===== config.mk =====
export PLATFORM = sky130hd
export DESIGN_NAME = wb_master_seq_flat
export DESIGN_NICKNAME = d
export VERILOG_FILES = /design/src/rtl/wb_master_seq_if.sv /design/src/rtl/wb_master_seq.sv /design/src/flat_wrapper.sv
export SDC_FILE = /design/constraint.sdc
export NUM_CORES = 1
export LEC_CHECK = 0
export CORE_ASPECT_RATIO = 1.2
export CORE_MARGIN = 2
export CORE_UTILIZATION = 40
export DETAILED_ROUTE_END_ITERATION = 8
export DONT_BUFFER_PORTS = 1
export SLEW_MARGIN = 20
export SYNTH_ARGS = -nofsm -noshare
export SYNTH_HDL_FRONTEND = slang
export SYNTH_SLANG_ARGS = --single-unit

===== constraint.sdc =====
create_clock -name wb_clk_i -period 3.5 [get_ports wb_clk_i]
set_clock_uncertainty 0.05 [all_clocks]
set_input_delay 0.175 -clock wb_clk_i [delete_from_list [all_inputs] [get_ports wb_clk_i]]
set_output_delay 0.175 -clock wb_clk_i [all_outputs]
set_load 0.02 [all_outputs]

===== src/rtl/wb_master_seq_if.sv =====
// Command/response port plus Wishbone classic initiator bus for wb_master_seq.
// master = the sequencer side, slave = the command source and bus target side.
interface wb_master_seq_if #(
    parameter int ADDR_W = 32,
    parameter int DATA_W = 32
);
    logic              cmd_valid;
    logic              cmd_ready;
    logic              cmd_we;
    logic [3:0]        cmd_sel;
    logic [ADDR_W-1:0] cmd_adr;
    logic [DATA_W-1:0] cmd_dat;

    logic              rsp_valid;
    logic              rsp_ready;
    logic [DATA_W-1:0] rsp_dat;
    logic              rsp_err;

    logic              wbm_cyc_o;
    logic              wbm_stb_o;
    logic              wbm_we_o;
    logic [3:0]        wbm_sel_o;
    logic [ADDR_W-1:0] wbm_adr_o;
    logic [DATA_W-1:0] wbm_dat_o;
    logic              wbm_ack_i;
    logic [DATA_W-1:0] wbm_dat_i;

    modport master (
        input  cmd_valid,
        output cmd_ready,
        input  cmd_we,
        input  cmd_sel,
        input  cmd_adr,
        input  cmd_dat,
        output rsp_valid,
        input  rsp_ready,
        output rsp_dat,
        output rsp_err,
        output wbm_cyc_o,
        output wbm_stb_o,
        output wbm_we_o,
        output wbm_sel_o,
        output wbm_adr_o,
        output wbm_dat_o,
        input  wbm_ack_i,
        input  wbm_dat_i
    );

    modport slave (
        output cmd_valid,
        input  cmd_ready,
        output cmd_we,
        output cmd_sel,
        output cmd_adr,
        output cmd_dat,
        input  rsp_valid,
        output rsp_ready,
        input  rsp_dat,
        input  rsp_err,
        input  wbm_cyc_o,
        input  wbm_stb_o,
        input  wbm_we_o,
        input  wbm_sel_o,
        input  wbm_adr_o,
        input  wbm_dat_o,
        output wbm_ack_i,
        output wbm_dat_i
    );
endinterface


===== src/rtl/wb_master_seq.sv =====
// Single-outstanding Wishbone classic initiator driven by a valid/ready command port.
// Define WBM_TIMEOUT_EN to abort a bus cycle after TIMEOUT_CYCLES cycles without ack.
module wb_master_seq #(
    parameter int ADDR_W         = 32,
    parameter int DATA_W         = 32,
    parameter int TIMEOUT_CYCLES = 16
) (
    input  logic            wb_clk_i,
    input  logic            wb_rst_i,
    wb_master_seq_if.master bus
);
    typedef enum logic [1:0] {
        IDLE = 2'd0,
        BUS  = 2'd1,
        RESP = 2'd2
    } state_t;

    if (DATA_W != 32 || TIMEOUT_CYCLES < 1) begin : g_bad_cfg
        $error("wb_master_seq: DATA_W must be 32, TIMEOUT_CYCLES >= 1");
    end

    state_t            state;
    state_t            state_n;
    logic              cyc;
    logic              cyc_n;
    logic              we;
    logic              we_n;
    logic [3:0]        sel;
    logic [3:0]        sel_n;
    logic [ADDR_W-1:0] adr;
    logic [ADDR_W-1:0] adr_n;
    logic [DATA_W-1:0] dat;
    logic [DATA_W-1:0] dat_n;
    logic              rsp_valid;
    logic              rsp_valid_n;
    logic [DATA_W-1:0] rsp_dat;
    logic [DATA_W-1:0] rsp_dat_n;
    logic              cmd_ready;
    logic              accept;
    logic              cmd_write;
    logic              done;

    // sel == 0 can never write on the target, so issue it as a read
    assign cmd_write = bus.cmd_we & (|bus.cmd_sel);
    assign cmd_ready = (state == IDLE) & ~wb_rst_i;
    assign accept    = bus.cmd_valid & cmd_ready;

`ifdef WBM_TIMEOUT_EN
    localparam int CNT_W = $clog2(TIMEOUT_CYCLES + 1);

    logic [CNT_W-1:0] cnt;
    logic [CNT_W-1:0] cnt_n;
    logic [CNT_W-1:0] cnt_inc;
    logic             expired;
    logic             rsp_err;
    logic             rsp_err_n;

    assign cnt_inc = cnt + 1'b1;
    assign expired = (cnt_inc == CNT_W'(TIMEOUT_CYCLES));
`endif

    always_comb begin
        state_n     = state;
        cyc_n       = cyc;
        we_n        = we;
        sel_n       = sel;
        adr_n       = adr;
        dat_n       = dat;
        rsp_valid_n = rsp_valid;
        rsp_dat_n   = rsp_dat;
        done        = 1'b0;
`ifdef WBM_TIMEOUT_EN
        cnt_n       = cnt;
        rsp_err_n   = rsp_err;
`endif
        unique case (state)
            IDLE: begin
                if (accept) begin
                    state_n = BUS;
                    cyc_n   = 1'b1;
                    we_n    = cmd_write;
                    sel_n   = bus.cmd_sel;
                    adr_n   = bus.cmd_adr;
                    dat_n   = cmd_write ? bus.cmd_dat : '0;
`ifdef WBM_TIMEOUT_EN
                    cnt_n   = '0;
`endif
                end
            end
            BUS: begin
                if (bus.wbm_ack_i) begin
                    done      = 1'b1;
                    rsp_dat_n = we ? '0 : bus.wbm_dat_i;
                end
`ifdef WBM_TIMEOUT_EN
                // ack on the limit edge still completes normally
                if (bus.wbm_ack_i) begin
                    rsp_err_n = 1'b0;
                end else if (expired) begin
                    done      = 1'b1;
                    rsp_dat_n = '0;
                    rsp_err_n = 1'b1;
                end else begin
                    cnt_n = cnt_inc;
                end
`endif
                if (done) begin
                    state_n     = RESP;
                    cyc_n       = 1'b0;
                    we_n        = 1'b0;
                    sel_n       = '0;
                    adr_n       = '0;
                    dat_n       = '0;
                    rsp_valid_n = 1'b1;
                end
            end
            RESP: begin
                if (bus.rsp_ready) begin
                    state_n     = IDLE;
                    rsp_valid_n = 1'b0;
                end
            end
            default: begin
                state_n     = IDLE;
                cyc_n       = 1'b0;
                we_n        = 1'b0;
                sel_n       = '0;
                adr_n       = '0;
                dat_n       = '0;
                rsp_valid_n = 1'b0;
            end
        endcase
    end

    always_ff @(posedge wb_clk_i or posedge wb_rst_i) begin
        if (wb_rst_i) begin
            state     <= IDLE;
            cyc       <= 1'b0;
            we        <= 1'b0;
            sel       <= '0;
            adr       <= '0;
            dat       <= '0;
            rsp_valid <= 1'b0;
            rsp_dat   <= '0;
        end else begin
            state     <= state_n;
            cyc       <= cyc_n;
            we        <= we_n;
            sel       <= sel_n;
            adr       <= adr_n;
            dat       <= dat_n;
            rsp_valid <= rsp_valid_n;
            rsp_dat   <= rsp_dat_n;
        end
    end

`ifdef WBM_TIMEOUT_EN
    always_ff @(posedge wb_clk_i or posedge wb_rst_i) begin
        if (wb_rst_i) begin
            cnt     <= '0;
            rsp_err <= 1'b0;
        end else begin
            cnt     <= cnt_n;
            rsp_err <= rsp_err_n;
        end
    end

    assign bus.rsp_err = rsp_err;
`else
    assign bus.rsp_err = 1'b0;
`endif

    assign bus.cmd_ready = cmd_ready;
    assign bus.rsp_valid = rsp_valid;
    assign bus.rsp_dat   = rsp_dat;
    assign bus.wbm_cyc_o = cyc;
    assign bus.wbm_stb_o = cyc;
    assign bus.wbm_we_o  = we;
    assign bus.wbm_sel_o = sel;
    assign bus.wbm_adr_o = adr;
    assign bus.wbm_dat_o = dat;
endmodule

===== src/flat_wrapper.sv =====
// flat-port wrapper written by rule: the top's interface ports become plain ports
module wb_master_seq_flat 
#(
    parameter int ADDR_W         = 32,
    parameter int DATA_W         = 32,
    parameter int TIMEOUT_CYCLES = 16
)
  (wb_clk_i, wb_rst_i, bus_cmd_valid, bus_cmd_ready, bus_cmd_we, bus_cmd_sel, bus_cmd_adr, bus_cmd_dat, bus_rsp_valid, bus_rsp_ready, bus_rsp_dat, bus_rsp_err, bus_wbm_cyc_o, bus_wbm_stb_o, bus_wbm_we_o, bus_wbm_sel_o, bus_wbm_adr_o, bus_wbm_dat_o, bus_wbm_ack_i, bus_wbm_dat_i);
  wb_master_seq_if #(.ADDR_W(ADDR_W), .DATA_W(DATA_W)) bus_i ();
  input  logic wb_clk_i;
  input  logic wb_rst_i;
  input wire logic [$bits(bus_i.cmd_valid)-1:0] bus_cmd_valid;
  output wire logic [$bits(bus_i.cmd_ready)-1:0] bus_cmd_ready;
  input wire logic [$bits(bus_i.cmd_we)-1:0] bus_cmd_we;
  input wire logic [$bits(bus_i.cmd_sel)-1:0] bus_cmd_sel;
  input wire logic [$bits(bus_i.cmd_adr)-1:0] bus_cmd_adr;
  input wire logic [$bits(bus_i.cmd_dat)-1:0] bus_cmd_dat;
  output wire logic [$bits(bus_i.rsp_valid)-1:0] bus_rsp_valid;
  input wire logic [$bits(bus_i.rsp_ready)-1:0] bus_rsp_ready;
  output wire logic [$bits(bus_i.rsp_dat)-1:0] bus_rsp_dat;
  output wire logic [$bits(bus_i.rsp_err)-1:0] bus_rsp_err;
  output wire logic [$bits(bus_i.wbm_cyc_o)-1:0] bus_wbm_cyc_o;
  output wire logic [$bits(bus_i.wbm_stb_o)-1:0] bus_wbm_stb_o;
  output wire logic [$bits(bus_i.wbm_we_o)-1:0] bus_wbm_we_o;
  output wire logic [$bits(bus_i.wbm_sel_o)-1:0] bus_wbm_sel_o;
  output wire logic [$bits(bus_i.wbm_adr_o)-1:0] bus_wbm_adr_o;
  output wire logic [$bits(bus_i.wbm_dat_o)-1:0] bus_wbm_dat_o;
  input wire logic [$bits(bus_i.wbm_ack_i)-1:0] bus_wbm_ack_i;
  input wire logic [$bits(bus_i.wbm_dat_i)-1:0] bus_wbm_dat_i;
  assign bus_i.cmd_valid = bus_cmd_valid;
  assign bus_cmd_ready = bus_i.cmd_ready;
  assign bus_i.cmd_we = bus_cmd_we;
  assign bus_i.cmd_sel = bus_cmd_sel;
  assign bus_i.cmd_adr = bus_cmd_adr;
  assign bus_i.cmd_dat = bus_cmd_dat;
  assign bus_rsp_valid = bus_i.rsp_valid;
  assign bus_i.rsp_ready = bus_rsp_ready;
  assign bus_rsp_dat = bus_i.rsp_dat;
  assign bus_rsp_err = bus_i.rsp_err;
  assign bus_wbm_cyc_o = bus_i.wbm_cyc_o;
  assign bus_wbm_stb_o = bus_i.wbm_stb_o;
  assign bus_wbm_we_o = bus_i.wbm_we_o;
  assign bus_wbm_sel_o = bus_i.wbm_sel_o;
  assign bus_wbm_adr_o = bus_i.wbm_adr_o;
  assign bus_wbm_dat_o = bus_i.wbm_dat_o;
  assign bus_i.wbm_ack_i = bus_wbm_ack_i;
  assign bus_i.wbm_dat_i = bus_wbm_dat_i;
  wb_master_seq #(.ADDR_W(ADDR_W), .DATA_W(DATA_W), .TIMEOUT_CYCLES(TIMEOUT_CYCLES)) u_core (.wb_clk_i(wb_clk_i), .wb_rst_i(wb_rst_i), .bus(bus_i));
endmodule

==> impl_metrics.py, run 1 <==
metrics = {
    "floorplan": {
        "die_y_um": 113,
        "start_util_pct": 41.6,
        "core.rowCount": 39,
        "dieWidth_um": 95.2,
        "ios": 212,
    },
    "clock_tree": {
        "ctsLongestPathBuffers": 2,
        "cts-hold-fix-buffers": 101,
        "cts_sinks": 105,
        "postCtsResizedCells": 0,
        "postCtsSetupBuffers": 0,
        "clock-root-buffer": "clkbuf_16",
        "htreeDepth": 3,
        "cts_buffers": 9,
    },
    "synthesis": {
        "syn_nets": 422,
        "yosysMostFrequentCell": "dfrtp_1",
        "yosys_warnings": 0,
        "async_reset_ff_share_pct": 100,
        "ys_types": 23,
        "mappedNetlistArea_sq_mm": 0.00400,
        "seq_area_frac_synth_pct": 65.8,
        "synth_edf_count": 0,
        "ys_top_cells_by_count": "dfrtp_1 (105), a22o_1 (68), nand2_1 (35), nand2b_1 (32), o21ai_1 (32)",
        "synth_top_area_cell": "dfrtp_1",
        "syn_inst": 316,
        "synthTopCellsByArea": "dfrtp_1 (66%), a22o_1 (15%), nand2b_1 (5.0%), o21ai_1 (4.0%), nand2_1 (3.3%)",
        "synth_seq_cells": 105,
        "postSynthAreaPerCell_sq_um": 12.6,
        "synth_ff_type": "dfrtp_1",
        "synth_top_area_share_pct": 65.8,
    },
    "place": {
        "gp_congestion": 0.689,
        "io_buffers": 0,
        "place_hpwl_um": 6250,
        "dpl.cell_count": 418,
    },
    "run_status": {
        "error": "[ERROR RSZ-0060] Max buffer count reached.",
        "failing_step": "clock tree synthesis (4_1_cts)",
        "status": "did not finish",
    },
}
## through the flow
stage,utilization [%],hold WS (ns),instance area (sq um),setup slack [ns]
floorplan,-,0.258,4000,0.514
global placement,42.0,-0.00492,4040,1.70
detailed placement,42.0,0.000282,4040,1.60
## cell families after synthesis
kind of cell / synth area share [%]
AOI/OAI and AO/OA: 19.9
buffers and inverters: 4.38
DFF: 65.8
other: 0.0939
and+or+nand+nor: 9.83
==> run 2, diff against run 1 <==
--- a/config.mk
+++ b/config.mk
@@ -5,11 +5,11 @@
 export SDC_FILE = /design/constraint.sdc
 export NUM_CORES = 1
 export LEC_CHECK = 0
-export CORE_ASPECT_RATIO = 1.2
 export CORE_MARGIN = 2
-export CORE_UTILIZATION = 40
+export CORE_UTILIZATION = 25
 export DETAILED_ROUTE_END_ITERATION = 8
 export DONT_BUFFER_PORTS = 1
+export PLACE_DENSITY_LB_ADDON = 0.15
 export SLEW_MARGIN = 20
 export SYNTH_ARGS = -nofsm -noshare
 export SYNTH_HDL_FRONTEND = slang
==> run 2 against run 1 <==
Area after synthesis unchanged. Synthesized cell count unchanged. The run now ends clean.
==> impl_metrics.py, run 2 <==
metrics = {
    "run_status": {
        "status": "finished clean",
    },
    "global_route": {
        "grt_overflow": 0,
        "track_usage_pct": 12.3,
        "grt_pass1_wl_um": 15700,
        "grt_max_degree": 65,
        "antenna_found_initial": 0,
        "grt_pass1_vias": 2991,
    },
    "hold_path": {
        "min_from": "bus_wbm_ack_i",
        "whs_path_depth": 2,
        "worst_hold_path_type": "in2reg",
        "hold_path_end": "u_core.bus.wbm_cyc_o",
    },
    "drt": {
        "avgViaCountPerCell": 4.44,
        "ant_nets": 0,
        "drtIter0Drc": 45,
        "drc": 0,
        "routedWlPerCell_um": 16.3,
        "vias": 2808,
        "wirelength_um": 10300,
        "drt_pass1_iterations": 4,
    },
    "setup_path": {
        "reg2reg_to": "u_core.bus.wbm_dat_o[11]",
        "rrSetupSlack_ns": 1.39,
        "critPathSlowestCell": "buf_4",
        "r2r-start": "u_core.state[0]",
        "ff2ff_path_depth": 5,
        "cp_max_fo": 50,
        "crit_path_end_kind": "flip-flop",
        "path_common_cell": "buf_4",
        "critPathKind": "reg2reg",
        "slowest_delay_ns": 0.54,
        "crit_required_ns": 3.73,
        "crit_path_cell_trace": "nor4b_4, buf_4, nor2_4, buf_4, a22o_1",
        "start_kind": "flip-flop",
        "arrival_ns": 2.34,
    },
    "clock_tree": {
        "cts_buffers": 9,
        "ctsLongestPathBuffers": 2,
        "postCtsSetupBuffers": 0,
        "postCtsResizedCells": 0,
        "clock-root-buffer": "clkbuf_16",
        "path_clk_slew_ns": 0.07,
        "cts-hold-fix-buffers": 104,
        "clkLatencyLatePin_ns": 0.34,
        "cts_tree": "built",
        "cts_sinks": 105,
        "htreeDepth": 3,
    },
    "timing": {
        "layout_min_cycle_time_ns": 2.11,
        "maxSlewHeadroom_pct": 50.4,
        "fmax_mhz": 474,
        "finalSetupViolCount": 0,
        "worst_pin_slew_ns": 0.738,
        "fin_tns_setup_ns": 0,
        "finalHoldViolations": 0,
        "grt_setup_unrepaired": "no",
        "drv_slew": 0,
        "finalCritPeriodShare_pct": 60.3,
    },
    "pwr": {
        "p_total_mw": 4.10,
        "static-leakage-power_nw": 2.54,
        "irDropWorstVdd_mv": 0.292,
        "power_density_mw_per_mm2": 740,
    },
    "floorplan": {
        "dieWidth_um": 130,
        "dieArea_sq_mm": 0.0170,
        "start_util_pct": 25.3,
        "core_area_sq_mm": 0.0158,
        "core.rowCount": 46,
        "die_y_um": 130,
        "ios": 212,
    },
    "synthesis": {
        "synth_ff_type": "dfrtp_1",
        "syn_nets": 422,
        "yosys_warnings": 0,
        "seq_area_frac_synth_pct": 65.8,
        "syn_inst": 316,
        "synth_edf_count": 0,
        "ys_top_cells_by_count": "dfrtp_1 (105), a22o_1 (68), nand2_1 (35), nand2b_1 (32), o21ai_1 (32)",
        "postSynthAreaPerCell_sq_um": 12.6,
        "yosysMostFrequentCell": "dfrtp_1",
        "synth_top_area_share_pct": 65.8,
        "async_reset_ff_share_pct": 100,
        "synth_top_area_cell": "dfrtp_1",
        "mappedNetlistArea_sq_mm": 0.00400,
        "synthTopCellsByArea": "dfrtp_1 (66%), a22o_1 (15%), nand2b_1 (5.0%), o21ai_1 (4.0%), nand2_1 (3.3%)",
        "synth_seq_cells": 105,
        "ys_types": 23,
    },
    "final_layout": {
        "antenna-diode-count": 0,
        "area_growth_pct": 38.5,
        "drive_gt1_share_pct": 6.49,
        "fin_nets": 517,
        "final_cell_mix": "dlygate4sd3_1 (104), dfrtp_1 (104), a22o_1 (68)",
    },
    "job": {
        "cap_violations": 0,
    },
    "place": {
        "gp_congestion": 0.676,
        "io_buffers": 0,
        "place_hpwl_um": 6560,
    },
}
run 2: worst max-delay path, delay by kind of cell, from the launching register on:
family / cells / cell delay [ns]
AND/OR/NAND/NOR: 2 / 0.47
AO/OA/AOI/OAI: 1 / 0.23
flip-flops: 1 / 0.48
buffers and inverters: 2 / 0.77
run 2: worst max path at each step:
stage / startpoint / endpoint / slack [ns] / cells after the start
finish: u_core.state[0] / u_core.bus.wbm_dat_o[11] / 1.39 / 5
floorplan: wb_rst_i / u_core.bus.rsp_dat[0] / 0.51 / 1
detailed placement: u_core.state[0] / u_core.bus.wbm_dat_o[27] / 1.36 / 5
CTS: u_core.state[0] / u_core.bus.wbm_dat_o[27] / 1.37 / 5
global placement: u_core.state[1] / u_core.bus.wbm_dat_o[0] / 1.43 / 5
global route: u_core.state[0] / u_core.bus.wbm_dat_o[22] / 1.19 / 5
run 2: cell type report:
type | instances | area, sq um
Clock inverter | 5 | 77.6
Tap cell | 216 | 270
Timing Repair Buffer | 111 | 1090
Multi-Input combinational cell | 182 | 1200
Fill cell | 1581 | 10200
Clock buffer | 11 | 253
Sequential cell | 105 | 2630
Inverter | 2 | 10.0
run 2: report_power, final:
part	internal, mW	switching, mW
Combinational	0.345	0.287
Clock	0.664	0.451
Sequential	1.57	0.776
Total	2.58	1.51
run 2: cells by family after synthesis:
kind of cell / synth area share, %
AO/OA/AOI/OAI: 19.9
buffers and inverters: 4.38
flip-flops: 65.8
other: 0.0939
AND/OR/NAND/NOR: 9.83
run 2: routing by layer:
layer	GRT usage [%]	wire, um
met5	0	0
met3	5.33	1000
met1	14.2	4140
met4	4.76	158
met2	20.3	5020
run 2: per-stage QoR:
step | util [%] | area (sq um) | hold slack (ns) | cells | setup WS [ns]
5_1_grt | 35.1 | 5530 | 0.0590 | 632 | 1.19
6_report | 35.1 | 5530 | 0.0556 | 632 | 1.39
3_3_place_gp | 26.4 | 4160 | 0.161 | 512 | 1.43
3_5_place_dp | 26.4 | 4160 | 0.175 | 512 | 1.36
2_1_floorplan | - | 4000 | 0.258 | 316 | 0.514
4_1_cts | 35.1 | 5530 | 0.0387 | 632 | 1.37
Note: power is estimated with default switching activity, not from simulation.
==> run 3, diff against run 2 <==
==> constraint.sdc (replaced) <==
create_clock -name wb_clk_i -period 1.89 [get_ports wb_clk_i]
set_clock_uncertainty 0.05 [all_clocks]
set_input_delay 0.0945 -clock wb_clk_i [delete_from_list [all_inputs] [get_ports wb_clk_i]]
set_output_delay 0.0945 -clock wb_clk_i [all_outputs]
set_load 0.02 [all_outputs]
==> run 3 against run 2 <==
Maximum frequency increased by 21%. Non-clock buffer count increased by 6. Count of clock-buffer cells in the layout decreased by 2. Largest power group unchanged. Sequential share of layout area decreased by 0.91 points. Largest cell class unchanged.
==> impl_metrics.py, run 3 (same netlist as run 2, synthesis figures left out) <==
metrics = {
    "run_status": {
        "status": "finished clean",
    },
    "floorplan": {
        "dieArea_sq_mm": 0.0170,
        "start_util_pct": 25.3,
        "dieWidth_um": 130,
        "core.rowCount": 46,
        "die_y_um": 130,
        "core_area_sq_mm": 0.0158,
        "ios": 212,
    },
    "timing": {
        "fin_tns_setup_ns": 0,
        "worst_pin_slew_ns": 0.651,
        "finalCritPeriodShare_pct": 92.3,
        "finalHoldViolations": 0,
        "grt_setup_unrepaired": "no",
        "maxSlewHeadroom_pct": 56.6,
        "finalSetupViolCount": 0,
        "drv_slew": 0,
        "fmax_mhz": 573,
        "layout_min_cycle_time_ns": 1.74,
    },
    "global_route": {
        "grt_max_degree": 65,
        "antenna_found_initial": 3,
        "gr-usage-met3_pct": 5.17,
        "grt_overflow": 0,
        "grt_busiest_layer": "met2",
        "grt_use_met2_pct": 19.1,
        "grt_pass1_wl_um": 15900,
        "track_usage_pct": 12.5,
        "grt_use_met1_pct": 15.4,
        "grt_pass1_vias": 2919,
    },
    "final_layout": {
        "drive_gt1_share_pct": 7.58,
        "fin_nets": 524,
        "area_growth_pct": 41.1,
        "final_common_cell": "dfrtp_1",
        "stdcell_count": 640,
        "final_cell_mix": "dfrtp_1 (105), dlygate4sd3_1 (104), a22o_1 (68)",
    },
    "clock_tree": {
        "cts_sinks": 105,
        "postCtsResizedCells": 0,
        "cts_buffers": 9,
        "ctsLongestPathBuffers": 2,
        "cts_tree": "built",
        "htreeDepth": 3,
        "clkLatencyLatePin_ns": 0.35,
        "clock-root-buffer": "clkbuf_16",
        "path_clk_slew_ns": 0.07,
    },
    "place": {
        "place_hpwl_um": 6880,
        "gp_congestion": 0.650,
        "dpl.cell_count": 516,
        "io_buffers": 0,
    },
    "drt": {
        "drtIter0Drc": 111,
        "ant_nets": 0,
        "routedWlPerCell_um": 17.1,
        "drc": 0,
        "vias": 2856,
        "avgViaCountPerCell": 4.46,
        "drt_pass1_iterations": 4,
        "wirelength_um": 11000,
    },
    "job": {
        "cap_violations": 0,
    },
    "pwr": {
        "irDropWorstVdd_mv": 0.447,
        "p_total_mw": 7.61,
        "clockPowerShare_pct": 26.2,
        "combPwrFrac_pct": 17.3,
        "p_int_mw": 4.77,
        "p_switching_mw": 2.85,
        "p_seq_share_pct": 56.5,
        "p_sw_share_pct": 37.4,
        "power_density_mw_per_mm2": 1350,
        "static-leakage-power_nw": 2.58,
    },
    "setup_path": {
        "critPathKind": "reg2reg",
        "start_kind": "flip-flop",
        "arrival_ns": 1.98,
        "cp_max_fo": 13,
        "crit_required_ns": 2.13,
        "crit_path_end_kind": "flip-flop",
    },
    "hold_path": {
        "worst_hold_path_type": "in2reg",
    },
}
-- run 3: cell count changes in the layout (fill, tap and decap cells not counted), moves of 2 or more --
cell      previous run  this run
clkinv_4             0         2
diode_2              0         2
clkbuf_8             2         0
buf_12               0         5
-- run 3: worst max-delay path: stages (launching register included) --
cell,delay (ns)
dfrtp_1,0.49
nor4b_4,0.07
buf_4,0.16
buf_4,0.15
nor2_2,0.52
a22o_1,0.24
-- run 3: per-stage QoR --
stage / cell area, sq um / hold slack (ns) / setup WS [ns] / util (%)
floorplan: 4000 / 0.177 / 0.351 / -
global placement: 4250 / 0.00434 / 0.0770 / 27.0
detailed placement: 4250 / 0.0114 / 0.0636 / 27.0
CTS: 5610 / 0.0531 / 0.0390 / 35.6
global route: 5640 / 0.199 / 0.0363 / 35.8
finish: 5640 / 0.186 / 0.145 / 35.8
-- run 3: repair_timing --
item / CTS / global route
hold endpoints to repair: 125 / 0
setup buffers: 0 / 2
hold buffers: 104 / 0
endpoints found under the setup margin: 0 / 44
-- run 3: power groups by stage --
stage | logic (mW) | clock network, mW | registers, mW
2_1_floorplan | 0.926 | 0 | 4.15
3_3_place_gp | 1.08 | 0 | 4.36
3_5_place_dp | 1.14 | 0 | 4.34
4_1_cts | 1.31 | 2.08 | 4.31
5_1_grt | 1.49 | 2.19 | 4.40
6_report | 1.32 | 2.00 | 4.30
-- run 3: final cells by class --
class,instances,area [sq um]
diodes,2,5.00
flip-flops and latches,105,2630
multi-input cells,183,1210
clock inverters,6,91.3
repair buffers,117,1200
well taps,216,270
inverters,2,11.3
fillers,1563,10100
clock buffers,9,225
-- run 3: layer usage --
layer,up-vias,part of all wire (%)
met2,149,48
met5,-,0.12
met3,16,9.2
met4,2,2.0
li1,1319,-
met1,1370,41
-- run 3: worst paths after layout --
path | endpoint | slack (ns) | startpoint | cells past startpoint
max | u_core.bus.wbm_dat_o[22] | 0.15 | u_core.state[0] | 5
min | u_core.bus.wbm_cyc_o | 0.19 | bus_wbm_ack_i | 3
max reg2reg | u_core.bus.wbm_dat_o[22] | 0.15 | u_core.state[0] | 5
min reg2reg | u_core.bus.wbm_we_o | 0.44 | u_core.bus.wbm_we_o | 1
max in group asynchronous | u_core.bus.wbm_adr_o[16] | 0.93 | wb_rst_i | 3
min in group asynchronous | u_core.bus.wbm_adr_o[31] | 0.24 | wb_rst_i | 2
